===== config.mk =====
export PLATFORM = sky130hd
export DESIGN_NAME = multi_clk_trim
export DESIGN_NICKNAME = d
export VERILOG_FILES = /design/src/rtl/clk_trim_pkg.sv /design/src/rtl/clk_trim_ch.sv /design/src/rtl/multi_clk_trim.sv
export SDC_FILE = /design/constraint.sdc
export NUM_CORES = 1
export LEC_CHECK = 0
export BUFFER_PORTS_ARGS = -buffer_cell sky130_fd_sc_hd__buf_4
export CAP_MARGIN = 25
export CORE_UTILIZATION = 35
export DETAILED_ROUTE_END_ITERATION = 10
export MAX_ROUTING_LAYER = met4
export PLACE_DENSITY = 0.5
export SYNTH_ARGS = -nofsm -noshare
export SYNTH_HDL_FRONTEND = slang
export SYNTH_HIERARCHICAL = 1
export SYNTH_SLANG_ARGS = --single-unit

===== constraint.sdc =====
create_clock -name clk -period 3.2 [get_ports clk]
set_input_delay 0.32 -clock clk [delete_from_list [all_inputs] [get_ports clk]]
set_output_delay 0.32 -clock clk [all_outputs]
set_load 0.02 [all_outputs]

===== src/rtl/clk_trim_pkg.sv =====
// Shared types and helpers for the multi-channel clock trimmer.
//   trim_st_t   : per-channel mode (IDLE, nominal RUN, advancing, retarding)
//   L_NOM/L_ADV/L_RET : period lengths for the default 240->24 MHz ratio
//   period_len(): period length for any DIV, given mode and slip flag
package clk_trim_pkg;

  typedef enum logic [1:0] {IDLE, RUN, ADV, RET} trim_st_t;

  localparam int DIV_NOM = 10;
  localparam int L_NOM   = DIV_NOM;
  localparam int L_ADV   = DIV_NOM - 1;
  localparam int L_RET   = DIV_NOM + 1;

  // Only slip periods deviate from DIV; the low phase absorbs the +/-1.
  function automatic int period_len(input trim_st_t st, input logic slip, input int div);
    if (slip && st == ADV) return div - 1;
    if (slip && st == RET) return div + 1;
    return div;
  endfunction

endpackage


===== src/rtl/clk_trim_ch.sv =====
// One trimmed output clock channel.
//   clk, reset_n      : system clock / async active-low reset
//   en_i              : run enable, sampled in IDLE and at period end
//   adv_i, ret_i      : trim requests, sampled at period end only
//   clk_out_o         : divided clock, straight from a flop
//   slip_pulse_o      : high on the last cycle of a slipped period
//   active_o          : channel not in IDLE (feeds the top-level busy flop)
module clk_trim_ch
  import clk_trim_pkg::*;
#(
  parameter int DIV        = 10,
  parameter int SLIP_EVERY = 10,
  parameter int CNT_W      = 6
) (
  input  logic clk,
  input  logic reset_n,
  input  logic en_i,
  input  logic adv_i,
  input  logic ret_i,
  output logic clk_out_o,
  output logic slip_pulse_o,
  output logic active_o
);

  localparam int PW = (SLIP_EVERY > 1) ? $clog2(SLIP_EVERY) : 1;
  localparam logic [CNT_W-1:0] HALF  = CNT_W'(DIV / 2);
  localparam logic [PW-1:0]    PLAST = PW'(SLIP_EVERY - 1);

  trim_st_t         st_q, st_d, want;
  logic [CNT_W-1:0] cnt_q, cnt_d, last_cnt;
  logic [PW-1:0]    pcnt_q, pcnt_d;
  logic             clk_q, clk_d, slip_q, slip_d, slip_per;

  always_ff @(posedge clk or negedge reset_n) begin
    if (!reset_n) begin
      st_q   <= IDLE;
      cnt_q  <= '0;
      pcnt_q <= '0;
      clk_q  <= 1'b0;
      slip_q <= 1'b0;
    end else begin
      st_q   <= st_d;
      cnt_q  <= cnt_d;
      pcnt_q <= pcnt_d;
      clk_q  <= clk_d;
      slip_q <= slip_d;
    end
  end

  always_comb begin
    st_d   = st_q;
    cnt_d  = cnt_q;
    pcnt_d = pcnt_q;
    clk_d  = 1'b0;
    slip_d = 1'b0;
    // pcnt is frozen within a period, so the slip decision holds for the whole period
    slip_per = (st_q == ADV || st_q == RET) && (pcnt_q == PLAST);
    last_cnt = CNT_W'(period_len(st_q, slip_per, DIV) - 1);
    want = RUN;
    if (adv_i && !ret_i)      want = ADV;
    else if (ret_i && !adv_i) want = RET;

    if (st_q == IDLE) begin
      cnt_d  = '0;
      pcnt_d = '0;
      if (en_i) begin
        st_d  = RUN;
        clk_d = 1'b1;
      end
    end else if (cnt_q == last_cnt) begin
      cnt_d = '0;
      if (!en_i) begin
        st_d   = IDLE;
        pcnt_d = '0;
      end else begin
        st_d  = want;
        clk_d = 1'b1;
        if (want == RUN || want != st_q) pcnt_d = '0;
        else if (slip_per)               pcnt_d = '0;
        else                             pcnt_d = pcnt_q + 1'b1;
      end
    end else begin
      cnt_d  = cnt_q + 1'b1;
      clk_d  = (cnt_d < HALF);
      // last_cnt >= 2, so the pulse cycle is never the first of a period
      slip_d = slip_per && (cnt_d == last_cnt);
    end
  end

  assign clk_out_o    = clk_q;
  assign slip_pulse_o = slip_q;
  assign active_o     = (st_q != IDLE);

endmodule


===== src/rtl/multi_clk_trim.sv =====
// NUM_CH independent divided sensor clocks with per-channel phase trim.
//   clk, reset_n        : system clock / async active-low reset
//   en[NUM_CH]          : per-channel run enable
//   err_adv/err_ret     : per-channel advance / retard requests (level)
//   clk_out[NUM_CH]     : divided clocks, each from a flop
//   slip_pulse[NUM_CH]  : one-cycle pulse closing each slipped period
//   busy                : registered OR of all channels not in IDLE
module multi_clk_trim #(
  parameter int NUM_CH     = 2,
  parameter int DIV        = 10,
  parameter int SLIP_EVERY = 10,
  parameter int CNT_W      = 6
) (
  input  logic              clk,
  input  logic              reset_n,
  input  logic [NUM_CH-1:0] en,
  input  logic [NUM_CH-1:0] err_adv,
  input  logic [NUM_CH-1:0] err_ret,
  output logic [NUM_CH-1:0] clk_out,
  output logic [NUM_CH-1:0] slip_pulse,
  output logic              busy
);

  logic [NUM_CH-1:0] active;
  logic              busy_q;

  for (genvar g = 0; g < NUM_CH; g++) begin : g_ch
    clk_trim_ch #(
      .DIV       (DIV),
      .SLIP_EVERY(SLIP_EVERY),
      .CNT_W     (CNT_W)
    ) u_ch (
      .clk         (clk),
      .reset_n     (reset_n),
      .en_i        (en[g]),
      .adv_i       (err_adv[g]),
      .ret_i       (err_ret[g]),
      .clk_out_o   (clk_out[g]),
      .slip_pulse_o(slip_pulse[g]),
      .active_o    (active[g])
    );
  end

  always_ff @(posedge clk or negedge reset_n) begin
    if (!reset_n) busy_q <= 1'b0;
    else          busy_q <= |active;
  end

  assign busy = busy_q;

endmodule

### Yosys cells after proc, flatten, opt, wreduce, memory -nomap -nowiden

Cells that the tools add are included.

| word-level totals | value |
|---|---|
| output and inout bits | 5 |
| input bits | 8 |
| register bits after elaboration | 29 |

| cells by class | value |
|---|---|
| mux-type cells | 50 |
| magnitude comparators | 2 |
| reductions and logical operators | 29 |
| equality and inequality tests | 16 |
| add/subtract/negate cells | 6 |

Operators with widths:

| cell | number |
|---|---|
| $mux W4 | 14 |
| $mux W6 | 8 |
| $eq A6 B6 Y1 | 4 |
| $mux W2 | 12 |
| $mux W1 | 16 |
| $add A6 B1 Y6 const B | 2 |
| $logic_and A1 B1 Y1 | 12 |
| $lt A6 B3 Y1 const B | 2 |
| $sub A6 B2 Y6 const B | 2 |
| $add A4 B1 Y4 const B | 2 |
| $eq A2 B2 Y1 const B | 4 |
| $eq A4 B4 Y1 const B | 2 |
| $reduce_bool A2 Y1 | 4 |
| $eq A2 B1 Y1 const B | 2 |
| $logic_not A1 Y1 | 4 |
| $logic_not A2 Y1 | 2 |
| $logic_or A1 B1 Y1 | 4 |
| $ne A2 B2 Y1 | 2 |
| $ne A2 B2 Y1 const B | 2 |
| $reduce_and A2 Y1 | 2 |
| $reduce_or A2 Y1 | 1 |

### Logic depth before layout (Yosys ltp)

Gate-level depths: netlist of the first run.

| depth | value |
|---|---|
| word-level depth | 13 |
| depth in mapped cells | 6 |
| mapped depth without buffers | 6 |

### By module

The synthesis of the first run kept the hierarchy.

By module, submodules not included:

| module | area each (µm²) | instances | sequential area each (µm²) | cells an instance |
|---|---|---|---|---|
| clk_trim_ch | 852.1 | 2 | 350.3 | 83 |
| multi_clk_trim | 31.3 | 1 | 25.0 | 2 |

### Least setup slack after synthesis of the first run

OpenSTA, ideal clock, no wires.

| timing | value |
|---|---|
| path kind | reg2reg |
| start point | reg g_ch[0].u_ch.pcnt_q[1] |
| end point | reg g_ch[0].u_ch.clk_q |
| required time | 3.075 ns |
| setup slack | 1.243 ns |
| library setup time | 0.125 ns |
| clock period less this slack | 1.957 ns |
| arrival time | 1.832 ns |
| stages on the path, launching flop included | 7 |
| cells stage by stage | dfrtp_1 inv_1 ha_1 nand4b_1 and4bb_2 nor3_1 mux2_2 |

| between the ends | value |
|---|---|
| cells in the longest elaborated chain, start to end | 11 |

RTL lines:

| element | line | text |
|---|---|---|
| start: declaration | clk_trim_ch.sv:31 | `logic [PW-1:0] pcnt_q, pcnt_d;` |
| start signal: assignment | clk_trim_ch.sv:44 | `pcnt_q <= pcnt_d;` |
| $eq A4 B4 Y1 * | clk_trim_ch.sv:57 | `slip_per = (st_q == ADV \|\| st_q == RET) && (pcnt_q == PLAST);` |
| $logic_and A1 B1 Y1 * | clk_trim_ch.sv:57 |  |
| $logic_and A1 B1 Y1, on equally long branches | clk_trim_pkg.sv:16, clk_trim_pkg.sv:17 |  |
| $mux W4 or $mux W1 (tied branches) | clk_trim_pkg.sv:16, clk_trim_pkg.sv:17 |  |
| $mux W4 or $mux W1 (tied branches) | clk_trim_pkg.sv:17 | `if (slip && st == RET) return div + 1;` |
| $mux W6 | clk_trim_pkg.sv:18 | `return div;` |
| $mux W6 * | clk_trim_pkg.sv:17 |  |
| $sub A6 B2 Y6 * | clk_trim_ch.sv:58 | `last_cnt = CNT_W'(period_len(st_q, slip_per, DIV) - 1);` |
| $eq A6 B6 Y1 * | clk_trim_ch.sv:70 | `end else if (cnt_q == last_cnt) begin` |
| $mux W1 * | clk_trim_ch.sv:70 |  |
| $mux W1 * | clk_trim_ch.sv:63 | `if (st_q == IDLE) begin` |
| net g_ch[0].u_ch.clk_d | clk_trim_ch.sv:32 | `logic clk_q, clk_d, slip_q, slip_d, slip_per;` |
| end signal: assignment | clk_trim_ch.sv:45 | `clk_q <= clk_d;` |
| end: declaration | clk_trim_ch.sv:32 |  |

Mark *: on every way through the listed nets, which the timed path passes. The rest lies on a longest branch. The select of a mux whose other input is x is not followed.
A chain may end at the register's enable or synchronous reset.

### Worst setup path after layout of the first run

| timing | value |
|---|---|
| start point | reg g_ch[1].u_ch.pcnt_q[1] |
| end point | reg g_ch[1].u_ch.clk_q |

| between the ends | value |
|---|---|
| cells in the longest elaborated chain, start to end | 11 |

RTL lines:

| element | line |
|---|---|
| start: declaration | clk_trim_ch.sv:31 |
| start signal: assignment | clk_trim_ch.sv:44 |
| $eq A4 B4 Y1 * | clk_trim_ch.sv:57 |
| $logic_and A1 B1 Y1 * | clk_trim_ch.sv:57 |
| $logic_and A1 B1 Y1, on equally long branches | clk_trim_pkg.sv:16, clk_trim_pkg.sv:17 |
| $mux W4 or $mux W1 (tied branches) | clk_trim_pkg.sv:16, clk_trim_pkg.sv:17 |
| $mux W4 or $mux W1 (tied branches) | clk_trim_pkg.sv:17 |
| $mux W6 | clk_trim_pkg.sv:18 |
| $mux W6 * | clk_trim_pkg.sv:17 |
| $sub A6 B2 Y6 * | clk_trim_ch.sv:58 |
| $eq A6 B6 Y1 * | clk_trim_ch.sv:70 |
| $mux W1 * | clk_trim_ch.sv:70 |
| $mux W1 * | clk_trim_ch.sv:63 |
| net g_ch[1].u_ch.clk_d | clk_trim_ch.sv:32 |
| end signal: assignment | clk_trim_ch.sv:45 |
| end: declaration | clk_trim_ch.sv:32 |

Marks and branches as above.

==> flow_summary.toml, run 1 <==
[sta]
fmax_mhz = 440
relSlewSlack_pct = 49.0
drv_slew = 0
setup_viol = 0
min_period_ns = 2.27
worstMarginPinSlew_ns = 0.759
finalHoldViolCount = 0
final.setup.tns_ns = 0
whs_ns = 0.300
finClkSkew_ns = 0.00438
rsz0062_at_grt = "no"
min_period_over_period_pct = 71.1

[synth]
syn_nets = 184
synthFlopType = "dfrtp_1"
ys_types = 35
synthCells = 168
netlist_area_mm2 = 0.00174
yosysWarnings = 6
yosysSeqAreaShare_pct = 41.8
synthArstFlopShare_pct = 100
syn_area_per_cell_um2 = 10.3
yosys_register_bits = 29
synth_edf_count = 0

[job]
drv_cap = 0

[die]
rows = 25
core_mm2 = 0.00475
start_util_pct = 36.5
dieHeight_um = 72.4
io_pins = 13
die_width_um = 72.4
dieArea_mm2 = 0.00524

[clock_tree]
cts_tree = "yes"
post_cts.repair.setup_buffers = 0
clk_latency_ns = 0.28
cts_sinks = 29
clock_path_buffers = 2
clkTransAtPathRegs_ns = 0.06
root_buffer = "clkbuf_8"
ctsHoldBuffers = 1
post_cts_resized = 0
numCtsBuffers = 5
htree_levels = 2

[setup_path]
crit_cells = 6
start_kind = "register"
reg2reg_slack_ns = 0.93
crit_fanout = 7
path_cells = "inv_1 -> ha_1 -> nand4b_1 -> and4bb_2 -> nor3_1 -> mux2_2"
reg2reg_from = "g_ch[1].u_ch/pcnt_q[1]"
critical_path.startpoint = "g_ch[1].u_ch/pcnt_q[1]"
crit_family = "simple AND/OR/NAND/NOR gates"
crit_buf_inv = 1
cp_slowest_cell = "nor3_1"
worst-endpoint-arrival_ns = 2.44
worstPathRequired_ns = 3.37
cpPeakStageDelay_ns = 0.59
r2r_cells = 6
worstSetupEndpointType = "register"
critPathKind = "register to register"

[global_routing]
overflow = 0
grt_use_total_pct = 15.3
grt_pass1_wl_um = 5810
grt_pass1_vias = 1224
antenna_found_initial = 0
grt_max_degree = 30

[detailed_routing]
vias = 1277
drc = 0
wire_per_inst_um = 13.3
drt_wl_total_um = 3330
antenna_left = 0
viasPerCell = 5.11
drt_iter0_drc = 79
first_pass_iters = 4

[layout]
fin_util_pct = 41.6
postLayoutCellArea_mm2 = 0.00198
antennaDiodeCount = 0
fin_nets = 198
fillers = 486
final_layout_size_suffix_gt1_share_pct = 18.6
area_delta_synth_final_pct = 14.0

[worst_hold_path]
whs_path_depth = 2
worstHoldStart = "en[1]"
hold_path_class = "input port to register"

[placement]
placed_cell_area_mm2 = 0.00187
io_buffers = 12
hpwl_um = 2410
place.gp.congestion = 0.779

[power_and_ir_drop]
power_density_mw_per_mm2 = 775
finalPower_mw = 1.53
vdd_drop_max_mv = 0.316
p_leak_nw = 0.904

[outcome]
outcome = "completed"
stage by stage:
step                      worst slack [ns]  instances
after floorplan                       1.24        168
after global placement               0.990        241
after detailed placement             0.955        241
after CTS                            0.928        250
after global routing                 0.693        250
final                                0.926        250
worst reg2reg max path, stage by stage, from the launching register on:
cell and delay [ns]:
dfrtp_1 0.41, inv_1 0.07, ha_1 0.13, nand4b_1 0.22
and4bb_2 0.33, nor3_1 0.59, mux2_2 0.41
synth_stat cells, types with 3 or more instances:
| cell type | count | area, µm² |
|---|---|---|
| dfrtp_1 | 29 | 726 |
| nor3_1 | 18 | 90.1 |
| nand2_1 | 10 | 37.5 |
| a21o_1 | 8 | 60.1 |
| ha_1 | 8 | 100 |
| inv_1 | 8 | 30.0 |
| nand2b_1 | 8 | 50.1 |
| nand3_1 | 8 | 40.0 |
| xnor2_1 | 8 | 70.1 |
| xor2_1 | 8 | 70.1 |
| buf_2 | 4 | 20.0 |
| nor2_1 | 4 | 15.0 |
| or2_1 | 3 | 18.8 |
placed cells by master (no fill, tap or decap), types with 3 or more instances in the layout:
cell type,instances
a21o_1,8
inv_1,8
xnor2_1,8
clkbuf_8,7
xor2_1,8
or2_1,3
dfrtp_1,29
ha_1,8
nand2_1,10
nor3_1,18
nor2_1,4
nand2b_1,8
nand3_1,8
buf_4,12
area by class of cell:
cell class / count / area [µm²] / share of cell area (%)
well taps: 67 / 83.8 / 4.24
flip-flops and latches: 29 / 726 / 36.7
multi-input cells: 125 / 937 / 47.4
repair buffers: 13 / 100 / 5.06
inverters: 8 / 30.0 / 1.52
clock inverters: 1 / 5.00 / 0.253
clock buffers: 7 / 96.3 / 4.87
per-layer routing:
metal / wire [µm] / vias to the layer above / global-route usage, %
met5: 0 / - / -
met4: 63 / 0 / 6.54
met3: 115 / 6 / 4.72
met2: 1660 / 20 / 23.9
met1: 1490 / 618 / 18.2
li1: - / 633 / -
power breakdown:
group          switching, mW  total (mW)  internal (mW)  leakage (nW)
logic                  0.292       0.576          0.284         0.478
registers              0.162       0.627          0.465         0.372
clock network          0.136       0.330          0.194        0.0542
total                  0.590        1.53          0.943         0.904
state kept, by name, summed over array words and instances, names as in the netlist:
| signal | cells |
|---|---|
| busy | 1 |
| g_ch.u_ch/st_q | 4 |
| g_ch.u_ch/clk_out_o | 2 |
| g_ch.u_ch/slip_pulse_o | 2 |
| g_ch.u_ch/pcnt_q | 8 |
| g_ch.u_ch/cnt_q | 12 |
path summary, 6_finish.rpt:
| kind | to |
|---|---|
| max in group asynchronous | g_ch[1].u_ch/pcnt_q[3] |
| hold / removal | g_ch[1].u_ch/st_q[0] |
| setup / recovery | g_ch[1].u_ch/clk_out_o |
| min in group asynchronous | g_ch[1].u_ch/cnt_q[4] |
| setup reg to reg | g_ch[1].u_ch/clk_out_o |
| hold reg to reg | g_ch[0].u_ch/pcnt_q[3] |
logic make-up (layout without fill, tap and decap cells):
group	after synthesis	in the layout	synth area share (%)
AND/OR/NAND/NOR	75	75	27.9
flip-flops	29	29	41.8
AO/OA/AOI/OAI	24	24	11.0
XOR/XNOR	16	16	8.08
buffers and inverters	14	29	4.18
adder cells (fa/ha/maj)	8	8	5.77
multiplexers	2	2	1.30
Note: power is estimated with default switching activity, not from simulation.
==> run 2: changes to the inputs <==
--- a/config.mk
+++ b/config.mk
@@ -10,7 +10,7 @@
 export CORE_UTILIZATION = 35
 export DETAILED_ROUTE_END_ITERATION = 10
 export MAX_ROUTING_LAYER = met4
-export PLACE_DENSITY = 0.5
+export PLACE_DENSITY = 0.52
 export SYNTH_ARGS = -nofsm -noshare
 export SYNTH_HDL_FRONTEND = slang
 export SYNTH_HIERARCHICAL = 1
==> constraint.sdc (replaced) <==
create_clock -name clk -period 2 [get_ports clk]
set_input_delay 0.2 -clock clk [delete_from_list [all_inputs] [get_ports clk]]
set_output_delay 0.2 -clock clk [all_outputs]
set_load 0.02 [all_outputs]
==> run 2 against run 1 <==
Compared with the run above:
- cell area grew 9.4%
- non-clock buffer count is 24 higher
- global-route usage is 0.39 points higher
- critical path depth is 2 lower
- register-to-register slack got worse by 0.87 ns
- sequential share of layout area is 3.1 points lower
- cell count is 9.6% higher
- clock power up 57%
- largest power group is now combinational cells
- critical endpoint is now g_ch[0].u_ch/pcnt_q[2]
==> flow_summary.toml, run 2 (synthesis results as in run 1) <==
[setup_path]
crit_fanout = 4
critPathKind = "register to register"
path_cells = "or4b_4 -> or4_4 -> a211oi_2 -> a21o_1"
worstSetupEndpointType = "register"
crit_family = "simple AND/OR/NAND/NOR gates"
worstPathRequired_ns = 2.21
reg2reg_to = "g_ch[0].u_ch/pcnt_q[2]"
cpPeakStageDelay_ns = 0.59
cp_slowest_cell = "or4_4"
critical_path.startpoint = "g_ch[0].u_ch/cnt_q[2]"
crit_buf_inv = 0
worst-endpoint-arrival_ns = 2.15
r2r_cells = 4
start_kind = "register"
reg2reg_slack_ns = 0.05
reg2reg_from = "g_ch[0].u_ch/cnt_q[2]"

[global_routing]
grt_pass1_wl_um = 6130
antenna_found_initial = 0
overflow = 0
grt_use_total_pct = 15.7
grt_pass1_vias = 1364
grt_max_degree = 30

[placement]
io_buffers = 12
place.gp.congestion = 0.813
hpwl_um = 2730

[clock_tree]
numCtsBuffers = 5
clock_path_buffers = 2
clk_latency_ns = 0.27
cts_sinks = 29
root_buffer = "clkbuf_8"
cts_tree = "yes"
clkTransAtPathRegs_ns = 0.06
htree_levels = 2

[detailed_routing]
wire_per_inst_um = 12.9
antenna_left = 0
vias = 1339
drc = 0
first_pass_iters = 4
drt_wl_total_um = 3520
drt_iter0_drc = 56
viasPerCell = 4.89

[die]
dieHeight_um = 72.4
dieArea_mm2 = 0.00524
io_pins = 13
core_mm2 = 0.00475
die_width_um = 72.4
rows = 25
start_util_pct = 36.5

[layout]
antennaDiodeCount = 0
layout_common_cells = "buf_4, dfrtp_1, nor3_1, nand2_1"
regArea_um2 = 726
fin_nets = 222
fillers = 472
mostFrequentLayoutCell = "buf_4"
regMostFlops = "g_ch.u_ch/cnt_q"
largest_register_ffs = 12
final_layout_size_suffix_gt1_share_pct = 28.5
reg.largest.list = "g_ch.u_ch/cnt_q (12), g_ch.u_ch/pcnt_q (8), g_ch.u_ch/st_q (4)"
multi_input_area_um2 = 942
area_delta_synth_final_pct = 24.7

[worst_hold_path]
worstHoldStart = "en[1]"
min_to = "g_ch[1].u_ch/st_q[0]"
whs_path_depth = 2
hold_path_class = "input port to register"

[sta]
drv_slew = 0
fmax_mhz = 513
finalHoldViolCount = 0
finClkSkew_ns = 0.00431
worstMarginPinSlew_ns = 0.419
relSlewSlack_pct = 71.9
min_period_over_period_pct = 97.4
final.setup.tns_ns = 0
rsz0062_at_grt = "no"
min_period_ns = 1.95
setup_viol = 0

[job]
drv_cap = 0

[power_and_ir_drop]
finalPower_mw = 2.64
p_leak_nw = 1.03
vdd_drop_max_mv = 0.585
power_density_mw_per_mm2 = 1220

[outcome]
outcome = "completed"
run 2: changes by cell type in the layout (fill, tap and decap cells not counted):
| cell | previous run | this run |
|---|---|---|
| buf_4 | 12 | 36 |
| nor3_1 | 18 | 17 |
| nor3_2 | 0 | 1 |
run 2: repair_timing:
item                                    in CTS  in global routing
buffers inserted                             0                  2
pin swaps                                    0                  0
resized for setup                            1                  0
hold buffers                                 1                  0
endpoints found under the hold margin       29                  0
endpoints found under the setup margin       1                  3
run 2: area by class of cell:
class,count,area share (%)
multi-input cells,125,43.6
flip-flops and latches,29,33.5
repair buffers,37,13.0
clock buffers,7,4.45
well taps,67,3.88
inverters,8,1.39
clock inverters,1,0.231
run 2: metal layers:
layer | GRT usage, % | up-vias | routed length [µm]
met5 | - | - | 0
met4 | 5.23 | 0 | 31
met3 | 3.33 | 4 | 91
met2 | 27.0 | 15 | 1750
met1 | 18.1 | 640 | 1650
li1 | - | 680 | -
run 2: worst reg2reg max path: cells and delay by family (launching register included):
| family | cells | cell delay [ns] |
|---|---|---|
| DFF | 1 | 0.38 |
| and+or+nand+nor | 2 | 1.16 |
| AOI/OAI and AO/OA | 2 | 0.34 |
run 2: worst max path at each step:
stage,end,cells after the start
6_report,g_ch[0].u_ch/pcnt_q[2],4
5_1_grt,g_ch[0].u_ch/pcnt_q[3],4
4_1_cts,g_ch[0].u_ch/pcnt_q[2],4
3_5_place_dp,g_ch[0].u_ch/clk_out_o,6
3_3_place_gp,g_ch[0].u_ch/clk_out_o,6
2_1_floorplan,g_ch[0].u_ch/clk_out_o,6
run 2: per-stage QoR:
step | utilization [%] | setup WS, ns | instances | instance area [µm²] | hold WS, ns
after floorplan | - | 0.0434 | 168 | 1740 | -0.0956
after CTS | 45.2 | 0.0465 | 272 | 2150 | 0.180
after detailed placement | 42.7 | -0.0293 | 263 | 2030 | 0.152
after global placement | 42.7 | 0.0181 | 263 | 2030 | 0.150
final | 45.5 | 0.0519 | 274 | 2160 | 0.191
after global routing | 45.5 | 0.000513 | 274 | 2160 | 0.189
run 2: power breakdown:
part	switching [mW]	internal (mW)	leakage, nW
sequential	0.145	0.745	0.372
clock	0.208	0.310	0.0542
combinational	0.631	0.598	0.600
total	0.984	1.65	1.03
